File: config.mk
export PLATFORM = sky130hd
export DESIGN_NAME = fir_stim_gen
export DESIGN_NICKNAME = d
export VERILOG_FILES = /design/src/rtl/fir_pkg.sv /design/src/rtl/fir_stim_gen_strobe_div.sv /design/src/rtl/fir_stim_gen.sv
export SDC_FILE = /design/constraint.sdc
export NUM_CORES = 1
export LEC_CHECK = 0
export CAP_MARGIN = 10
export CORE_AREA = 5 5 127 129
export DETAILED_ROUTE_END_ITERATION = 10
export DIE_AREA = 0 0 132 134
export PLACE_DENSITY_LB_ADDON = 0.12
export RECOVER_POWER = 25
export SLEW_MARGIN = 20
export SYNTH_ARGS = -nofsm -noshare
export SYNTH_HDL_FRONTEND = slang
export SYNTH_SLANG_ARGS = --single-unit
export TNS_END_PERCENT = 1
File: constraint.sdc
create_clock -name ck -period 9.15 [get_ports ck]
set_input_delay 2.745 -clock ck [delete_from_list [all_inputs] [get_ports ck]]
set_output_delay 2.745 -clock ck [all_outputs]
set_load 0.005 [all_outputs]
File: src/rtl/fir_pkg.sv
// fir_pkg: shared sample type, stimulus FSM states and saturating add for the fir stimulus generator.
package fir_pkg;
    localparam int DATA_W = 20;
    typedef logic signed [DATA_W-1:0] sample_t;
    typedef enum logic {IDLE, RUN} stim_state_t;
    function automatic sample_t sat_add(sample_t a, int d);
        int s;
        s = int'(a) + d;
        return (s > 2**(DATA_W-1) - 1) ? sample_t'(2**(DATA_W-1) - 1) :
               (s < -(2**(DATA_W-1))) ? sample_t'(-(2**(DATA_W-1))) : sample_t'(s);
    endfunction
endpackage

File: src/rtl/fir_stim_gen_strobe_div.sv
// strobe_div: free-running 0..DIV-1 counter with sync clear; tick marks the wrap cycle.
module strobe_div #(
    parameter int DIV = 25
) (
    input  logic ck,
    input  logic rst_n,
    input  logic clr,
    output logic tick
);
    localparam int CW = $clog2(DIV);
    logic [CW-1:0] r_cnt;
    logic          w_wrap;
    assign w_wrap = r_cnt == CW'(DIV - 1);
    assign tick   = !clr && w_wrap;
    always_ff @(posedge ck or negedge rst_n)
        if (!rst_n)
            r_cnt <= '0;
        else
            r_cnt <= (clr || w_wrap) ? '0 : r_cnt + CW'(1);
endmodule

File: src/rtl/fir_stim_gen.sv
// fir_stim_gen: square-wave sample source with a one-cycle input_ready strobe every SAMPLE_DIV clocks.
// Define FIR_STIM_DITHER_EN to add saturating LFSR dither (-2..+1) to every sample.
module fir_stim_gen
    import fir_pkg::*;
#(
    parameter int SAMPLE_DIV = 25,
    parameter int HP_W       = 16
) (
    input  logic              ck,
    input  logic              rst_n,
    input  logic              enable,
    input  logic [HP_W-1:0]   half_period,
    input  logic [DATA_W-2:0] amplitude,
    output sample_t           in,
    output logic              input_ready,
    output logic              busy
);
    stim_state_t       r_state;
    logic [HP_W-1:0]   r_hp;
    logic [HP_W-1:0]   r_samp_cnt;
    logic [DATA_W-2:0] r_amp;
    logic              r_neg;
    logic              w_tick;
    logic              w_last;
    sample_t           w_mag;
    sample_t           w_sq;
`ifdef FIR_STIM_DITHER_EN
    localparam logic [15:0] LFSR_SEED = 16'hACE1;
    logic [15:0] r_lfsr;
`endif

    strobe_div #(.DIV(SAMPLE_DIV)) u_div (
        .ck   (ck),
        .rst_n(rst_n),
        .clr  (!(r_state == RUN && enable)),
        .tick (w_tick)
    );

    // half_period of 0 behaves as 1, so every sample is the last of its half
    assign w_last = (r_hp == '0) || (r_samp_cnt == r_hp - HP_W'(1));
    assign w_mag  = sample_t'({1'b0, r_amp});
    assign w_sq   = r_neg ? -w_mag : w_mag;

    always_ff @(posedge ck or negedge rst_n)
        if (!rst_n) begin
            r_state     <= IDLE;
            r_hp        <= '0;
            r_samp_cnt  <= '0;
            r_amp       <= '0;
            r_neg       <= 1'b0;
            in          <= '0;
            input_ready <= 1'b0;
            busy        <= 1'b0;
`ifdef FIR_STIM_DITHER_EN
            r_lfsr      <= LFSR_SEED;
`endif
        end else if (r_state == IDLE || !enable) begin
            r_state     <= (r_state == IDLE && enable) ? RUN : IDLE;
            busy        <= r_state == IDLE && enable;
            in          <= '0;
            input_ready <= 1'b0;
            r_samp_cnt  <= '0;
            r_neg       <= 1'b0;
            if (r_state == IDLE) begin
                r_hp  <= half_period;
                r_amp <= amplitude;
            end
`ifdef FIR_STIM_DITHER_EN
            if (r_state == IDLE)
                r_lfsr <= LFSR_SEED;
`endif
        end else begin
            input_ready <= w_tick;
            if (w_tick) begin
`ifdef FIR_STIM_DITHER_EN
                in     <= sat_add(w_sq, int'({30'd0, r_lfsr[1:0]}) - 2);
                r_lfsr <= {r_lfsr[0] ^ r_lfsr[2] ^ r_lfsr[3] ^ r_lfsr[5], r_lfsr[15:1]};
`else
                in     <= w_sq;
`endif
                r_samp_cnt <= w_last ? '0 : r_samp_cnt + HP_W'(1);
                if (w_last) begin
                    r_neg <= !r_neg;
                    r_hp  <= half_period;
                    r_amp <= amplitude;
                end
            end
        end
endmodule

==> impl_metrics.env, run 1 <==
export IMPL_status="finished, final reports clean"
export IMPL_hold_violations=0
export IMPL_clock_sinks=79
export IMPL_timing_final_crit_share_pct=53.9
export IMPL_netlist_top_cells_area="dfrtp_1, mux2_4, xor2_1, nor2_1, nand2_1"
export IMPL_wirelength_um=10400
export IMPL_cp_data_required_time_ns=9.36
export IMPL_yosys_area_top_type_share_pct=45.2
export IMPL_vdd_drop_max_uv=82.6
export IMPL_drc=0
export IMPL_slew_violations=0
export IMPL_drive_above_1_share_pct=12.5
export IMPL_tightest_slew_ns=0.808
export IMPL_cts_resized=0
export IMPL_place_gp_congestion=0.739
export IMPL_rows=45
export IMPL_clk_pin_slew_worst_paths_ns=0.06
export IMPL_rsz0062_at_grt="false"
export IMPL_min_path_type="flop to flop"
export IMPL_boundaryPins=60
export IMPL_fin_crit_ns=4.94
export IMPL_drtPass1Iterations=4
export IMPL_synth_nets=463
export IMPL_numPortBuffers=59
export IMPL_ys_seq_elements=79
export IMPL_max_freq_mhz=203
export IMPL_first_global_vias=3453
export IMPL_clock_latency_ns=0.35
export IMPL_clockRootBuffer="clkbuf_16"
export IMPL_start_kind="input pin"
export IMPL_cp_end_kind="flop"
export IMPL_synth_cell_types=51
export IMPL_hold_buffers=0
export IMPL_ys_warn_count=0
export IMPL_totalPowerFinal_w=0.000869
export IMPL_timing_hold_ws_ns=0.488
export IMPL_grt_overflow_total=0
export IMPL_synth_top_flop_cell="dfrtp_1"
export IMPL_antennaDiodeCount=0
export IMPL_vias=3232
export IMPL_area_growth_pct=23.6
export IMPL_worstSetupPathType="input pin to flop"
export IMPL_leakagePower_nw=2.20
export IMPL_cp_arrival_ns=5.15
export IMPL_syn_area_um2=4370
export IMPL_setup_viol=0
export IMPL_die_h_um=134
export IMPL_slew_headroom_pct=45.8
export IMPL_nNetsFinal=513
export IMPL_synth_async_reset_ratio_pct=100
export IMPL_use_met2_pct=20.9
export IMPL_seq_area_frac_synth_pct=45.2
export IMPL_hpwlAfterDp_um=7460
export IMPL_met1_usage_pct=15.2
export IMPL_cts_tree="built"
export IMPL_fin_skew_ns=0.0100
export IMPL_initial_core_util_pct=29.3
export IMPL_die_w_um=132
export IMPL_cts_buffers=9
export IMPL_grt_busiest_layer="met2"
export IMPL_drtIter0Drc=154
export IMPL_use_met3_pct=3.83
export IMPL_yosysTopAreaCell="dfrtp_1"
export IMPL_htreeDepth=3
export IMPL_syn_area_per_cell_um2=10.4
export IMPL_grt_max_degree=80
export IMPL_post_drt_via_cell_ratio=4.89
export IMPL_cap_viol_max_count=0
export IMPL_clock_path_buffers=2
export IMPL_crit_fanout=21
export IMPL_power_density_nw_per_um2=161
export IMPL_track_usage_pct=12.5
export IMPL_synthCells=419
export IMPL_tns_ns=0
export IMPL_wl_per_cell_um=15.7
export IMPL_grt_pass1_wl_um=17900
export IMPL_fin_util_pct=36.2
export IMPL_post_cts_buffers=0
export IMPL_antenna_found_initial=0
export IMPL_ant_nets=0
export IMPL_synth_edff_count=0
export IMPL_die_area_um2=17700
export IMPL_core_area_um2=14900
==> worst max-delay path, cell delays in order <==
cell and delay, ns:
dlygate4sd3_1 0.62, nand2_1 0.47, nor2_1 0.71, nor2_1 0.25, nand3_1 0.15, xor2_1 0.16
nor2_1 0.05
==> state kept, by name (all words and copies together), names as in the netlist <==
signal,cells
r_hp,16
u_div.r_cnt,5
r_neg,1
busy,1
input_ready,1
r_samp_cnt,16
in,20
r_amp,19
==> path summary, 6_finish.rpt <==
check	startpoint	end	slack [ns]	cells after the start
max	enable	r_samp_cnt[5]$_DFFE_PN0P_	4.21	7
min	u_div.r_cnt[0]$_DFF_PN0_	u_div.r_cnt[0]$_DFF_PN0_	0.49	1
max reg2reg	r_hp[0]$_DFFE_PN0P_	r_hp[9]$_DFFE_PN0P_	5.25	11
min reg2reg	u_div.r_cnt[0]$_DFF_PN0_	u_div.r_cnt[0]$_DFF_PN0_	0.49	1
max in group asynchronous	rst_n	r_amp[9]$_DFFE_PN0P_	6.21	1
min in group asynchronous	rst_n	r_samp_cnt[13]$_DFFE_PN0P_	2.45	1
==> power by group <==
group | leakage, nW | switching (W) | internal [W]
combinational | 1.03 | 0.0000393 | 0.0000536
sequential | 1.02 | 0.0000267 | 0.000366
clock | 0.153 | 0.000146 | 0.000238
==> cell families (layout without fill, tap and decap cells) <==
| logic type | after synthesis | in the layout | share of synthesized area [%] |
|---|---|---|---|
| and+or+nand+nor | 157 | 157 | 18.6 |
| AOI/OAI and AO/OA | 60 | 60 | 9.33 |
| muxes | 35 | 35 | 11.5 |
| adders and majority gates | 6 | 6 | 1.72 |
| buffers and inverters | 32 | 86 | 3.63 |
| DFF | 79 | 79 | 45.2 |
| xor gates and xnor gates | 50 | 50 | 10.0 |
==> cell type report <==
type / count / area [um2]
Clock buffer: 10 / 229
Multi-Input combinational cell: 308 / 2240
Inverter: 10 / 37.5
Fill cell: 1553 / 9510
Sequential cell: 79 / 1980
Clock inverter: 5 / 82.6
Timing Repair Buffer: 61 / 607
Tap cell: 188 / 235
==> per-stage QoR <==
step / worst slack (ns) / std cells / cell area [um2]
CTS: 4.22 / 661 / 5400
finish: 4.21 / 661 / 5410
detailed placement: 3.85 / 646 / 5090
global placement: 3.93 / 646 / 5090
global route: 3.86 / 661 / 5410
floorplan: 5.37 / 419 / 4370
==> metal layers <==
metal	wire (um)	share of wire [%]
met1	4640	45
met2	5120	49
met3	400	3.8
met4	244	2.3
met5	0	0
==> cells in the mapped netlist, types with 6 or more instances <==
library cell / instances
a21oi_1: 6
nor4_1: 7
nand2_1: 36
xor2_1: 36
mux2_4: 29
and3_1: 6
inv_1: 10
clkbuf_1: 15
nor2_1: 37
nor3_1: 12
o21ai_0: 16
or4_1: 11
ha_1: 6
dfrtp_1: 79
a211oi_1: 16
xnor2_1: 14
nand3_1: 18
==> cells in the final DEF (no fill, tap or decap), types with 6 or more instances in the layout <==
master,synthesis,layout
dfrtp_1,79,79
clkdlybuf4s50_1,0,57
nor2_1,37,37
nand2_1,36,36
xor2_1,36,36
mux2_4,29,29
nand3_1,18,18
o21ai_0,16,16
a211oi_1,16,16
xnor2_1,14,14
nor3_1,12,12
or4_1,11,11
inv_1,10,10
clkbuf_16,0,9
nor4_1,7,7
and3_1,6,6
a21oi_1,6,6
ha_1,6,6
Power figures use the tool's default switching activity.
==> inputs of run 2 (changes only) <==
clock period = 4.45 ns   (was 9.15 ns; I/O delays follow)
==> impl_metrics.env, run 2 (same netlist as run 1, synthesis figures left out) <==
export IMPL_status="finished, violations left"
export IMPL_violations="capacitance limit, slew limit"
export IMPL_leakagePower_nw=2.20
export IMPL_ant_nets=0
export IMPL_timing_hold_ws_ns=0.486
export IMPL_post_cts_buffers=0
export IMPL_cts_tree="built"
export IMPL_grt_pass1_wl_um=18300
export IMPL_drive_above_1_share_pct=13.2
export IMPL_startpoint="r_hp[0]$_DFFE_PN0P_"
export IMPL_cap_viol_max_count=1
export IMPL_cp_data_required_time_ns=4.67
export IMPL_cts_resized=0
export IMPL_setup_viol=0
export IMPL_r2r_setup_slack_ns=0.72
export IMPL_top_regs="in: 20 flops, r_amp: 19 flops"
export IMPL_cp_arrival_ns=3.96
export IMPL_worst_r2r_endpoint="r_hp[11]$_DFFE_PN0P_"
export IMPL_reg2reg_from="r_hp[0]$_DFFE_PN0P_"
export IMPL_die_h_um=134
export IMPL_largest_reg_flops=20
export IMPL_slew_headroom_pct=-37.2
export IMPL_clockRootBuffer="clkbuf_16"
export IMPL_grt_overflow_total=0
export IMPL_hold_violations=0
export IMPL_fin_util_pct=36.2
export IMPL_totalPowerFinal_w=0.00168
export IMPL_final_common_cell="dfrtp_1"
export IMPL_final_cell_mix="dfrtp_1, clkdlybuf4s50_1, nor2_1, nand2_1, xor2_1"
export IMPL_rr_worst_depth=11
export IMPL_p_clk_share_pct=40.2
export IMPL_fin_crit_ns=3.73
export IMPL_drtIter0Drc=164
export IMPL_die_w_um=132
export IMPL_min_path_type="flop to flop"
export IMPL_antennaDiodeCount=0
export IMPL_post_drt_via_cell_ratio=4.96
export IMPL_crit_fanout=19
export IMPL_clock_sinks=79
export IMPL_fin_cells=666
export IMPL_cts_buffers=9
export IMPL_tns_ns=0
export IMPL_crit_end="r_hp[11]$_DFFE_PN0P_"
export IMPL_place_gp_congestion=0.853
export IMPL_track_usage_pct=12.9
export IMPL_die_area_um2=17700
export IMPL_wirelength_um=10900
export IMPL_fin_skew_ns=0.00934
export IMPL_grt_max_degree=80
export IMPL_pwr_share_seq_pct=48.0
export IMPL_wl_per_cell_um=16.4
export IMPL_place_inst=650
export IMPL_initial_core_util_pct=29.3
export IMPL_slew_violations=80
export IMPL_rsz0062_at_grt="false"
export IMPL_area_growth_pct=23.4
export IMPL_drc=0
export IMPL_worstHoldStart="in[16]$_DFFE_PN0P_"
export IMPL_clock_latency_ns=0.34
export IMPL_vias=3304
export IMPL_power_density_nw_per_um2=311
export IMPL_timing_final_crit_share_pct=83.9
export IMPL_first_global_vias=3520
export IMPL_drtPass1Iterations=4
export IMPL_power_frac_comb_pct=11.8
export IMPL_nNetsFinal=517
export IMPL_vdd_drop_max_uv=172
export IMPL_top_register="in"
export IMPL_clk_pin_slew_worst_paths_ns=0.06
export IMPL_htreeDepth=3
export IMPL_max_freq_mhz=268
export IMPL_p_switching_w=0.000437
export IMPL_numPortBuffers=59
export IMPL_hold_buffers=0
export IMPL_cp_end_kind="flop"
export IMPL_core_area_um2=14900
export IMPL_boundaryPins=60
export IMPL_tightest_slew_ns=2.06
export IMPL_worstSetupPathType="flop to flop"
export IMPL_rows=45
export IMPL_start_kind="flop"
export IMPL_swShare_pct=26.0
export IMPL_antenna_found_initial=0
export IMPL_internal_power_w=0.00124
export IMPL_hpwlAfterDp_um=7700
export IMPL_clock_path_buffers=2
## run 2: cell types whose count changed in the layout (fill, tap and decap cells not counted)
cell        before  now
buf_6            1    0
clkinv_2         1    2
clkinvlp_4       0    2
clkbuf_2         0    1
buf_4            2    5
bufinv_16        2    0
buf_12           0    1
clkbuf_1         1    2
clkinv_4         1    0
## run 2: how the worst min path moves through the flow
stage / endpoint / depth (start not counted)
after CTS: in[16]$_DFFE_PN0P_ / 2
final: in[16]$_DFFE_PN0P_ / 2
after floorplan: u_div.r_cnt[0]$_DFF_PN0_ / 1
after detailed placement: in[16]$_DFFE_PN0P_ / 2
after global routing: u_div.r_cnt[0]$_DFF_PN0_ / 1
after global placement: in[17]$_DFFE_PN0P_ / 2
## run 2: through the flow
stage                     setup WS [ns]  cell area, um2
final                             0.716            5400
after global routing              0.516            5400
after CTS                         0.710            5400
after detailed placement          0.740            5130
after global placement            0.800            5130
after floorplan                    1.26            4370
## run 2: layer usage
metal	global-route usage [%]	part of all wire, %
met1	15.6	46
met2	21.9	49
met3	4.16	3.6
met4	3.77	1.6
met5	0	0
## run 2: area by class of cell
class,instances,area [um2]
multi-input cells,308,2240
flip-flops and latches,79,1980
clock inverters,5,33.8
inverters,10,37.5
well taps,188,235
repair buffers,65,643
clock buffers,11,233
fillers,1493,9520
## run 2: power groups by stage
stage                     logic (W)  registers [W]  clock network, W
after detailed placement   0.000201       0.000819                 0
final                      0.000198       0.000806          0.000676
after global routing       0.000219       0.000813          0.000734
after floorplan            0.000138       0.000795                 0
after global placement     0.000201       0.000819                 0
after CTS                  0.000203       0.000806          0.000707
## run 2: critical path: stages, from the launching register on
cell and delay [ns]:
dfrtp_1 0.43, inv_1 0.11, ha_1 0.19, or3b_1 0.45, or4_1 0.55, a211oi_1 0.24
nor4b_2 0.23, o2111a_2 0.31, nor2_2 0.07, o21a_2 0.45, buf_12 0.27, mux2_4 0.30
